File: config.mk
export PLATFORM = sky130hd
export DESIGN_NAME = adc_scan_controller_flat
export DESIGN_NICKNAME = d
export VERILOG_FILES = /design/src/rtl/adc_pkg.sv /design/src/rtl/adc_scan_controller_if.sv /design/src/rtl/adc_ch_select.sv /design/src/rtl/adc_scan_controller.sv /design/src/flat_wrapper.sv
export SDC_FILE = /design/constraint.sdc
export NUM_CORES = 1
export LEC_CHECK = 0
export ABC_AREA = 1
export CAP_MARGIN = 30
export CORE_MARGIN = 2
export CORE_UTILIZATION = 59
export CTS_CLUSTER_DIAMETER = 30
export CTS_CLUSTER_SIZE = 12
export DETAILED_ROUTE_END_ITERATION = 10
export GPL_TIMING_DRIVEN = 0
export MAX_ROUTING_LAYER = met4
export PLACE_DENSITY = 0.87
export SETUP_SLACK_MARGIN = 0.2
export SYNTH_ARGS = -nofsm -noshare
export SYNTH_HDL_FRONTEND = slang
export SYNTH_SLANG_ARGS = --single-unit
File: constraint.sdc
create_clock -name clk -period 2.74 [get_ports clk]
set_input_delay 0.548 -clock clk [delete_from_list [all_inputs] [get_ports clk]]
set_output_delay 0.548 -clock clk [all_outputs]
set_load 0.01 [all_outputs]
File: src/rtl/adc_pkg.sv
`default_nettype none
// ============================================================================
//  Module      : adc_pkg
//  Description : Shared types and constants for the ADC scan sequencer.
//  Revision    : 1.0 - initial release
// ============================================================================
package adc_pkg;

    typedef enum logic [2:0] {
        IDLE   = 3'd0,
        SELECT = 3'd1,
        REQ    = 3'd2,
        GAP    = 3'd3,
        EMIT   = 3'd4,
        DONE   = 3'd5
    } adc_state_t;

    localparam int c_def_num_ch   = 4;
    localparam int c_def_data_w   = 16;
    localparam int c_def_avg_log2 = 2;
    localparam int c_def_timeout  = 2000;

    // ADS1115 at the +/-4.096 V range: 32768 codes span 4.096 V
    localparam int c_ads1115_fs_uv    = 4096000;
    localparam int c_ads1115_fs_codes = 32768;

    function automatic int ch_width(input int n);
        return (n > 1) ? $clog2(n) : 1;
    endfunction

endpackage
`default_nettype wire

File: src/rtl/adc_scan_controller_if.sv
`default_nettype none
// ============================================================================
//  Module      : adc_scan_controller_if
//  Description : Conversion request/acknowledge bus to the ADC front-end.
//  Revision    : 1.0 - initial release
// ============================================================================
interface adc_scan_controller_if
    import adc_pkg::*;
#(
    parameter int CH_W   = ch_width(c_def_num_ch),
    parameter int DATA_W = c_def_data_w
);
    logic              conv_req;
    logic [CH_W-1:0]   conv_ch;
    logic              conv_ack;
    logic [DATA_W-1:0] conv_data;

    modport master (output conv_req, output conv_ch, input conv_ack, input conv_data);
    modport slave  (input conv_req, input conv_ch, output conv_ack, output conv_data);
endinterface
`default_nettype wire

File: src/rtl/adc_ch_select.sv
`default_nettype none
// ============================================================================
//  Module      : adc_ch_select
//  Description : Lowest enabled channel at or above a scan pointer.
//  Revision    : 1.0 - initial release
// ============================================================================
module adc_ch_select
    import adc_pkg::*;
#(
    parameter int NUM_CH = c_def_num_ch,
    parameter int CH_W   = ch_width(c_def_num_ch),
    parameter int PTR_W  = $clog2(c_def_num_ch + 1)
) (
    input  logic [NUM_CH-1:0] mask,
    input  logic [PTR_W-1:0]  ptr,
    output logic              found,
    output logic [CH_W-1:0]   ch
);

    // Walk downward so the lowest qualifying channel is the last one written
    always_comb begin
        found = 1'b0;
        ch    = '0;
        for (int i = NUM_CH - 1; i >= 0; i--) begin
            if (mask[i] && (PTR_W'(i) >= ptr)) begin
                found = 1'b1;
                ch    = CH_W'(i);
            end
        end
    end

endmodule
`default_nettype wire

File: src/rtl/adc_scan_controller.sv
`default_nettype none
// ============================================================================
//  Module      : adc_scan_controller
//  Description : Multi-channel oversampling ADC scan sequencer with threshold
//                flags and conversion timeout.
//  Revision    : 1.0 - initial release
// ============================================================================
module adc_scan_controller
    import adc_pkg::*;
#(
    parameter int NUM_CH   = c_def_num_ch,
    parameter int DATA_W   = c_def_data_w,
    parameter int AVG_LOG2 = c_def_avg_log2,
    parameter int TIMEOUT  = c_def_timeout
) (
    input  logic                          clk,
    input  logic                          reset,
    input  logic                          start,
    input  logic                          stop,
    input  logic                          mode,
    input  logic [NUM_CH-1:0]             ch_enable,
    input  logic signed [DATA_W-1:0]      thresh,
    adc_scan_controller_if.master         conv,
    output logic                          result_valid,
    output logic [ch_width(NUM_CH)-1:0]   result_ch,
    output logic signed [DATA_W-1:0]      result_data,
    output logic [NUM_CH-1:0]             over_flags,
    output logic                          scan_done,
    output logic                          busy,
    output logic                          timeout_err
);

    localparam int CH_W  = ch_width(NUM_CH);
    localparam int PTR_W = $clog2(NUM_CH + 1);
    localparam int ACC_W = DATA_W + AVG_LOG2;
    localparam int CNT_W = AVG_LOG2 + 1;
    localparam int TMO_W = $clog2(TIMEOUT + 1);
    localparam logic [CNT_W-1:0] c_last_cnt = CNT_W'((1 << AVG_LOG2) - 1);
    localparam logic [TMO_W-1:0] c_tmo_last = TMO_W'(TIMEOUT - 1);

    adc_state_t r_state, w_state_nxt;

    logic                     r_mode;
    logic                     r_stop_pending;
    logic                     r_timeout_err;
    logic [NUM_CH-1:0]        r_mask;
    logic [PTR_W-1:0]         r_ptr;
    logic [CH_W-1:0]          r_ch;
    logic signed [ACC_W-1:0]  r_acc;
    logic [CNT_W-1:0]         r_cnt;
    logic [TMO_W-1:0]         r_tmo;
    logic [NUM_CH-1:0]        r_over;
    logic [CH_W-1:0]          r_result_ch;
    logic signed [DATA_W-1:0] r_result_data;

    logic                     w_found;
    logic [CH_W-1:0]          w_sel_ch;
    logic                     w_start_ok;
    logic                     w_ack_last;
    logic                     w_tmo_hit;
    logic signed [ACC_W-1:0]  w_acc_sum;
    logic signed [DATA_W-1:0] w_result;
    logic                     w_conv_req;
    logic                     w_result_valid;
    logic                     w_scan_done;
    logic                     w_busy;

    adc_ch_select #(
        .NUM_CH (NUM_CH),
        .CH_W   (CH_W),
        .PTR_W  (PTR_W)
    ) u_ch_select (
        .mask   (r_mask),
        .ptr    (r_ptr),
        .found  (w_found),
        .ch     (w_sel_ch)
    );

    assign w_start_ok = start && (|ch_enable);
    assign w_ack_last = conv.conv_ack && (r_cnt == c_last_cnt);
    assign w_tmo_hit  = (r_tmo == c_tmo_last);
    assign w_acc_sum  = r_acc + ACC_W'($signed(conv.conv_data));
    // Arithmetic shift floors toward -inf; the mean of DATA_W codes fits DATA_W
    assign w_result   = DATA_W'(w_acc_sum >>> AVG_LOG2);

    always_ff @(posedge clk) begin
        if (reset) begin
            r_state <= IDLE;
        end else begin
            r_state <= w_state_nxt;
        end
    end

    always_comb begin
        w_state_nxt    = r_state;
        w_conv_req     = 1'b0;
        w_result_valid = 1'b0;
        w_scan_done    = 1'b0;
        w_busy         = 1'b1;
        case (r_state)
            IDLE: begin
                w_busy = 1'b0;
                if (w_start_ok) w_state_nxt = SELECT;
            end
            SELECT: w_state_nxt = w_found ? REQ : DONE;
            REQ: begin
                w_conv_req = 1'b1;
                // An ack in the last permitted cycle takes priority over the timeout
                if (conv.conv_ack)  w_state_nxt = w_ack_last ? EMIT : GAP;
                else if (w_tmo_hit) w_state_nxt = IDLE;
            end
            GAP:  w_state_nxt = REQ;
            EMIT: begin
                w_result_valid = 1'b1;
                w_state_nxt    = SELECT;
            end
            DONE: begin
                w_scan_done = 1'b1;
                w_state_nxt = (r_mode && !r_stop_pending) ? SELECT : IDLE;
            end
            default: w_state_nxt = IDLE;
        endcase
    end

    always_ff @(posedge clk) begin
        if (reset) begin
            r_mode         <= 1'b0;
            r_stop_pending <= 1'b0;
            r_timeout_err  <= 1'b0;
            r_mask         <= '0;
            r_ptr          <= '0;
            r_ch           <= '0;
            r_acc          <= '0;
            r_cnt          <= '0;
            r_tmo          <= '0;
            r_over         <= '0;
            r_result_ch    <= '0;
            r_result_data  <= '0;
        end else begin
            case (r_state)
                IDLE: begin
                    if (w_start_ok) begin
                        r_mode         <= mode;
                        r_mask         <= ch_enable;
                        r_timeout_err  <= 1'b0;
                        r_stop_pending <= 1'b0;
                        r_ptr          <= '0;
                        r_acc          <= '0;
                        r_cnt          <= '0;
                    end
                end
                SELECT: begin
                    r_tmo <= '0;
                    if (w_found) r_ch <= w_sel_ch;
                end
                REQ: begin
                    if (conv.conv_ack) begin
                        r_acc <= w_acc_sum;
                        r_cnt <= r_cnt + CNT_W'(1);
                        if (w_ack_last) begin
                            r_result_data <= w_result;
                            r_result_ch   <= r_ch;
                        end
                    end else if (w_tmo_hit) begin
                        r_timeout_err <= 1'b1;
                        r_acc         <= '0;
                        r_cnt         <= '0;
                    end else begin
                        r_tmo <= r_tmo + TMO_W'(1);
                    end
                end
                GAP: r_tmo <= '0;
                EMIT: begin
                    r_over[r_ch] <= (r_result_data > thresh);
                    r_acc        <= '0;
                    r_cnt        <= '0;
                    r_ptr        <= PTR_W'(r_ch) + PTR_W'(1);
                end
                DONE: r_ptr <= '0;
                default: ;
            endcase
            if (stop && (r_state != IDLE)) r_stop_pending <= 1'b1;
        end
    end

    assign conv.conv_req = w_conv_req;
    assign conv.conv_ch  = r_ch;
    assign result_valid  = w_result_valid;
    assign result_ch     = r_result_ch;
    assign result_data   = r_result_data;
    assign over_flags    = r_over;
    assign scan_done     = w_scan_done;
    assign busy          = w_busy;
    assign timeout_err   = r_timeout_err;

endmodule
`default_nettype wire

File: src/flat_wrapper.sv
// flat-port wrapper written by rule: the top's interface ports become plain ports
module adc_scan_controller_flat import adc_pkg::*;
#(
    parameter int NUM_CH   = c_def_num_ch,
    parameter int DATA_W   = c_def_data_w,
    parameter int AVG_LOG2 = c_def_avg_log2,
    parameter int TIMEOUT  = c_def_timeout
)
  (clk, reset, start, stop, mode, ch_enable, thresh, result_valid, result_ch, result_data, over_flags, scan_done, busy, timeout_err, conv_conv_req, conv_conv_ch, conv_conv_ack, conv_conv_data);
  adc_scan_controller_if #(.CH_W((ch_width(NUM_CH))), .DATA_W(DATA_W)) conv_i ();
  input  logic clk;
  input  logic reset;
  input  logic start;
  input  logic stop;
  input  logic mode;
  input  logic [NUM_CH-1:0] ch_enable;
  input  logic signed [DATA_W-1:0] thresh;
  output logic result_valid;
  output logic [ch_width(NUM_CH)-1:0] result_ch;
  output logic signed [DATA_W-1:0] result_data;
  output logic [NUM_CH-1:0] over_flags;
  output logic scan_done;
  output logic busy;
  output logic timeout_err;
  output wire logic [$bits(conv_i.conv_req)-1:0] conv_conv_req;
  output wire logic [$bits(conv_i.conv_ch)-1:0] conv_conv_ch;
  input wire logic [$bits(conv_i.conv_ack)-1:0] conv_conv_ack;
  input wire logic [$bits(conv_i.conv_data)-1:0] conv_conv_data;
  assign conv_conv_req = conv_i.conv_req;
  assign conv_conv_ch = conv_i.conv_ch;
  assign conv_i.conv_ack = conv_conv_ack;
  assign conv_i.conv_data = conv_conv_data;
  adc_scan_controller #(.NUM_CH(NUM_CH), .DATA_W(DATA_W), .AVG_LOG2(AVG_LOG2), .TIMEOUT(TIMEOUT)) u_core (.clk(clk), .reset(reset), .start(start), .stop(stop), .mode(mode), .ch_enable(ch_enable), .thresh(thresh), .conv(conv_i), .result_valid(result_valid), .result_ch(result_ch), .result_data(result_data), .over_flags(over_flags), .scan_done(scan_done), .busy(busy), .timeout_err(timeout_err));
endmodule
==> reports/summary.txt, run 1 <==
Io pins: 71
Worst-margin pin slew: 496.3 ps
Die X: 90.46 um
Clock sink count: 69
Final HPWL DP: 8.387 mm
DR pass1 iterations: 5
GRT overflow: 0
CP most frequent cell: nand2_1
CP arrival: 2690 ps
DRC violation count after routing: 0
TritonCTS buffer count: 9
Vias per cell: 5.397
P_int: 2134 uW
Crit-path cells: clkdlybuf4s50_1, ha_2, inv_1, fa_2, nand3b_1, nand2_2, nand2_1, nand2_1, nand3_1, nand2_1, nand2_1, nand2_1, nand2_1, nand2_1, inv_1
First-pass GRT wire length: 18.52 mm
Cts hold-fix bufs: 0
Initial antenna violation count: 0
Flop pwr share: 34.7%
Unique masters post-synth: 40
Wire length per cell: 13.17 um
Post-CTS Setup Inserts: 0
Vias in the first global route: 4197
Crit path max-delay cell type: clkdlybuf4s50_1
Worst vdd ir: 0.3131 mV
Fin cells: 833
Final hold vios: 0
Flop2flop setup slack: 650 ps
RSZ-0062 raised after global routing: false
Starting Density: 60.81%
Worst setup EP type: register
Final Skew: 14.13 ps
Pwr dens: 625.3 nW/um^2
WS Path Type: in -> reg
Post-Syn Area: 4410 um^2
Max Freq: 0.4090 GHz
P&R area growth vs syn: 23.97%
Clock power share: 28.3%
Tightest Hold Check Type: reg -> reg
Cells after DPL: 817
Worst setup SP type: input pin
Syn avg cell area: 6.796 um^2
Slew margin rel.: 66.91%
Filler Cells Inserted: 562
Clock slew at reported path FFs: 90 ps
Synth warnings: 0
1st-iter DRT viols: 237
Commonest non-fill, non-tap cells in the layout: nand2_1 (176), inv_1 (88), clkdlybuf4s50_1 (69)
Number of core rows: 31
Hold slack: 452.0 ps
MaxCap Viol Count: 0
Ratio of cells with drive above 1 in the final layout: 7.493%
Via Count: 4496
Final slew viol count: 0
Seq/Total Area, Yosys: 31.32%
NumNets Final: 812
Switching part of the total: 37.60%
Commonest non-fill, non-tap cell in the layout: nand2_1
CP top delay family: simple AND/OR/NAND/NOR gates
GRT Util Overall: 27.91%
Routed WL: 10.97 mm
Required time of the worst setup path: 2980 ps
Leak pwr: 0.002582 uW
Antenna cells: 0
Number of synthesized register bits: 69
Routed Antenna Nets: 0
Period utilization: 89.23%
Pin count of the biggest net entering global routing: 14
Gate Count Post-Synth: 649
GPL Wtd Cong: 0.9509
Worst-path fanout max: 3
Clock H-tree levels: 3
CP bufs+invs: 3
Power share of the combinational group: 37.0%
Clk_lat worst skew: 350 ps
Clock Path Buffers: 2
Switching pwr: 1286 uW
CTS tree: yes
Outcome: finished clean
Die span in y: 90.46 um
Final setup violating endpoints: 0
Core Area: 7253 um^2
Max incr delay on CP: 490 ps
IO buf count: 69
Root buffer selected by CTS: clkbuf_8
Syn_nets: 732
Die ar.: 8183 um^2
Final worst path period need: 2445 ps
[logic make-up after synthesis]
logic type | after synthesis | share of synthesized area (%)
XOR/XNOR | 7 | 1.390
flip-flops | 69 | 31.32
adder cells (fa/ha/maj) | 41 | 11.80
AND/OR/NAND/NOR | 302 | 30.35
buffers and inverters | 108 | 9.986
AO/OA/AOI/OAI | 122 | 15.15
[worst reg2reg max path, cell delays in order, from the launching register on]
cell	delay (ps)
dfxtp_1	350
ha_2	200
inv_1	60
fa_2	360
nand3b_1	180
nand2_2	110
nand2_1	50
nand2_1	120
nand3_1	110
nand2_1	80
nand2_1	60
nand2_1	130
nand2_1	80
nand2_1	70
inv_1	40
[cell usage after synthesis]
| master | n | share of area [%] |
|---|---|---|
| ha_1 | 40 | 11 |
| nand2_4 | 2 | 0.51 |
| nand3b_1 | 7 | 1.2 |
| nand3_1 | 29 | 3.3 |
| inv_1 | 88 | 7.5 |
| dfxtp_1 | 69 | 31 |
| inv_2 | 4 | 0.34 |
| o21ai_0 | 31 | 3.5 |
| nor3_4 | 1 | 0.37 |
| o211ai_1 | 3 | 0.51 |
| o21bai_1 | 3 | 0.51 |
| a21oi_1 | 67 | 7.6 |
| nor2_2 | 3 | 0.43 |
| nand3_2 | 4 | 0.91 |
| nor2_1 | 45 | 3.8 |
| nor2_4 | 2 | 0.51 |
| o21ai_1 | 2 | 0.23 |
| a21o_1 | 4 | 0.68 |
| inv_4 | 1 | 0.14 |
| or2_2 | 5 | 0.71 |
| buf_2 | 2 | 0.23 |
| clkinv_1 | 1 | 0.085 |
| a31o_2 | 1 | 0.20 |
| a21oi_2 | 1 | 0.20 |
| xor2_1 | 5 | 0.99 |
| buf_6 | 3 | 0.77 |
| a21boi_0 | 1 | 0.17 |
| o21a_1 | 8 | 1.4 |
| nand4_1 | 6 | 0.85 |
| clkbuf_1 | 7 | 0.60 |
| nand2_2 | 3 | 0.43 |
| fa_1 | 1 | 0.45 |
| and2_1 | 2 | 0.28 |
| xnor2_1 | 2 | 0.40 |
| nor3b_1 | 3 | 0.51 |
| nand2_1 | 178 | 15 |
| buf_4 | 2 | 0.34 |
| and3_1 | 1 | 0.14 |
| nor3_1 | 11 | 1.2 |
| o31ai_1 | 1 | 0.17 |
[power groups by stage]
| stage | clock, uW | combinational, uW | sequential [uW] |
|---|---|---|---|
| 2_1_floorplan | 0 | 866 | 1190 |
| 3_3_place_gp | 0 | 1190 | 1200 |
| 3_5_place_dp | 0 | 1230 | 1210 |
| 4_1_cts | 972 | 1250 | 1180 |
| 5_1_grt | 1020 | 1400 | 1200 |
| 6_report | 967 | 1270 | 1190 |
[path summary, 6_finish.rpt]
check,cells after the start,from,end
max reg2reg,14,u_core.r_acc[0],u_core.result_data[8]
max,15,conv_conv_data[0],u_core.result_data[8]
min,2,u_core.timeout_err,u_core.timeout_err
min reg2reg,2,u_core.timeout_err,u_core.timeout_err
[state kept, by name, summed over array words and instances (netlist names), 3 cells and up]
name and flops:
u_core.result_data 16, u_core.r_state 3, u_core.over_flags 4, u_core.r_acc 18
u_core.r_ptr 3, u_core.r_mask 4, u_core.r_cnt 3, u_core.r_tmo 11
[cell type report]
type                       instances  area [um^2]  area share (%)
buffer                            14        85.08           1.556
clock buffer                      10        137.6           2.517
multi-input combinational        472         2599           47.53
clock inverter                     6        93.84           1.716
tap                               99        123.9           2.265
inverter                          94        355.3           6.499
sequential                        69         1383           25.29
timing repair buffer              69        690.7           12.63
[layer usage]
layer / global-route usage [%] / share of wire, %
met5: - / 0
met4: 10.26 / 1.6
met3: 4.341 / 6.5
met2: 45.77 / 48
met1: 34.85 / 44
[repair_timing]
action	CTS	global route
endpoints found under the setup margin	0	5
endpoints found under the hold margin	0	0
gates resized for setup	0	5
[per-stage QoR]
stage               total power, uW  TNS [ps]  util [%]  worst slack (ps)  instance area, um^2
global route                   3619         0     75.38             204.8                 5468
detailed placement             2436    -183.8     72.04            -64.24                 5225
CTS                            3404         0     75.23             252.7                 5456
global placement               2384    -80.56     72.04            -23.43                 5225
floorplan                      2060         0         -             713.9                 4410
finish                         3419         0     75.38             295.1                 5468
Note: power is estimated with default switching activity, not from simulation.
==> run 2: changes to the inputs <==
--- a/config.mk
+++ b/config.mk
@@ -14,7 +14,7 @@
 export DETAILED_ROUTE_END_ITERATION = 10
 export GPL_TIMING_DRIVEN = 0
 export MAX_ROUTING_LAYER = met4
-export PLACE_DENSITY = 0.87
+export PLACE_DENSITY = 0.9
 export SETUP_SLACK_MARGIN = 0.2
 export SYNTH_ARGS = -nofsm -noshare
 export SYNTH_HDL_FRONTEND = slang
==> run 2 against run 1 <==
Against the previous run:
- sequential cell count is the same
- critical path depth is the same
- wire length is essentially flat
- via count grew 0.20%
- clock power shrank 19%
- combinational power is essentially flat
- register-to-register slack gained 60 ps
- die area is the same
- fmax grew 2.7%
==> reports/summary.txt, run 2 (synthesized netlist as in run 1, its figures left out) <==
Filler Cells Inserted: 563
Max incr delay on CP: 490 ps
Clock slew at reported path FFs: 80 ps
GPL Wtd Cong: 0.9292
Final core occ: 74.80%
Die ar.: 8183 um^2
TritonCTS buffer count: 9
Crit path max-delay cell type: clkdlybuf4s50_1
Flop2flop setup slack: 710 ps
Final Skew: 12.88 ps
Post-route cell area: 5425 um^2
Ratio of cells with drive above 1 in the final layout: 7.629%
Fin Setup TNS: 0 ps
MaxCap Viol Count: 0
Final setup violating endpoints: 0
Post-CTS Setup Inserts: 0
Period utilization: 86.87%
Vias in the first global route: 4171
CP most frequent cell: nand2_1
Die span in y: 90.46 um
Final worst path period need: 2380 ps
Tightest Hold Check Type: reg -> reg
GRT Util Overall: 27.77%
NumNets Final: 812
Register area: 1383 um^2
Worst setup SP type: input pin
Clk_lat worst skew: 350 ps
Io pins: 71
Final HPWL DP: 8.465 mm
DR pass1 iterations: 5
Vias per cell: 5.408
Crit-path cells: clkdlybuf4s50_1, ha_2, inv_1, fa_2, nand3b_1, nand2_2, nand3_1, nand2_2, nand2_1, nand2_1, nand2_1, nand2_2, nand2_1, nand2_1, inv_1
Antenna cells: 0
Max Freq: 0.4201 GHz
Final hold vios: 0
GRT overflow: 0
Worst-margin pin slew: 491.9 ps
DRT met1 WL: 4.850 mm
Required time of the worst setup path: 2980 ps
Worst setup EP type: register
Outcome: finished clean
Setup WS post-layout: 359.6 ps
WS Path Type: in -> reg
DR top layer: met4
Max reg flops: 18
Core Area: 7253 um^2
Routed met3 length: 662 um
Routed Antenna Nets: 0
Commonest non-fill, non-tap cell in the layout: nand2_1
Final slew viol count: 0
Leak pwr: 0.002564 uW
Post-place instance area: 5225 um^2
Starting Density: 60.81%
Via Count: 4505
Commonest non-fill, non-tap cells in the layout: nand2_1 (175), inv_1 (88), clkdlybuf4s50_1 (69)
P&R area growth vs syn: 23.01%
Worst-path fanout max: 4
Root buffer selected by CTS: clkbuf_8
RSZ-0062 raised after global routing: false
Worst slack at placement: -75.38 ps
1st-iter DRT viols: 238
Clock Path Buffers: 2
IO buf count: 69
Pwr dens: 594.4 nW/um^2
Worst vdd ir: 0.3274 mV
CTS tree: yes
Initial antenna violation count: 0
Pin count of the biggest net entering global routing: 13
Hold slack: 468.3 ps
Number of core rows: 31
DRC violation count after routing: 0
Wire length per cell: 13.16 um
First-pass GRT wire length: 18.36 mm
CP arrival: 2620 ps
Area occupied by multi-input gates: 2601 um^2
Clock H-tree levels: 3
Clock sink count: 69
Slew margin rel.: 67.21%
Routed WL: 10.97 mm
Top reg by flops: u_core.r_acc
CP top delay family: simple AND/OR/NAND/NOR gates
CP bufs+invs: 3
Die X: 90.46 um
Met2 WL: 5.257 mm
run 2: cell count changes in the layout (fill, tap and decap cells not counted):
cell	change
bufinv_16	-2
nand2_1	-1
clkinv_2	+2
nand2_2	+1
clkbuf_8	+1
inv_6	-1
run 2: metrics by stage:
stage,std cells,total power (uW)
global placement,817,2381
finish,833,3225
detailed placement,817,2432
CTS,833,3204
global route,833,3415
floorplan,649,2060
run 2: area by class of cell:
| class | instances | share of cell area, % |
|---|---|---|
| multi-input combinational | 472 | 47.95 |
| sequential | 69 | 25.48 |
| clock inverter | 5 | 0.6458 |
| timing repair buffer | 69 | 12.73 |
| clock buffer | 11 | 2.791 |
| buffer | 14 | 1.568 |
| tap | 99 | 2.283 |
| inverter | 94 | 6.550 |
run 2: worst min-delay path, delay by kind of cell, from the launching register on:
kind / cells / cell delay (ps)
compound gates: 1 / 60
buf+inv: 1 / 50
flops: 1 / 320
run 2: final timing paths:
| check | startpoint | end | cells past startpoint |
|---|---|---|---|
| worst min register to register | u_core.timeout_err | u_core.timeout_err | 2 |
| worst max register to register | u_core.r_acc[0] | u_core.result_data[10] | 14 |
| worst min-delay path | u_core.timeout_err | u_core.timeout_err | 2 |
| worst max-delay path | conv_conv_data[0] | u_core.result_data[10] | 15 |
run 2: repair_timing:
action / CTS / global route
endpoints found under the hold margin: 0 / 0
setup endpoints to repair: 0 / 8
resized for setup: 0 / 6
hold buffers: 0 / 0
run 2: report_power, final:
group	switching, uW	total, uW	internal [uW]
logic	776	1260	483
clock network	402	780	378
registers	80.2	1190	1110
total	1260	3220	1970
run 2: per-layer routing:
metal  vias to the layer above  track usage [%]
met5                         -                -
met4                         0            9.487
met3                        21            4.674
met2                       153            46.39
met1                      2064            34.05
li1                       2267                -
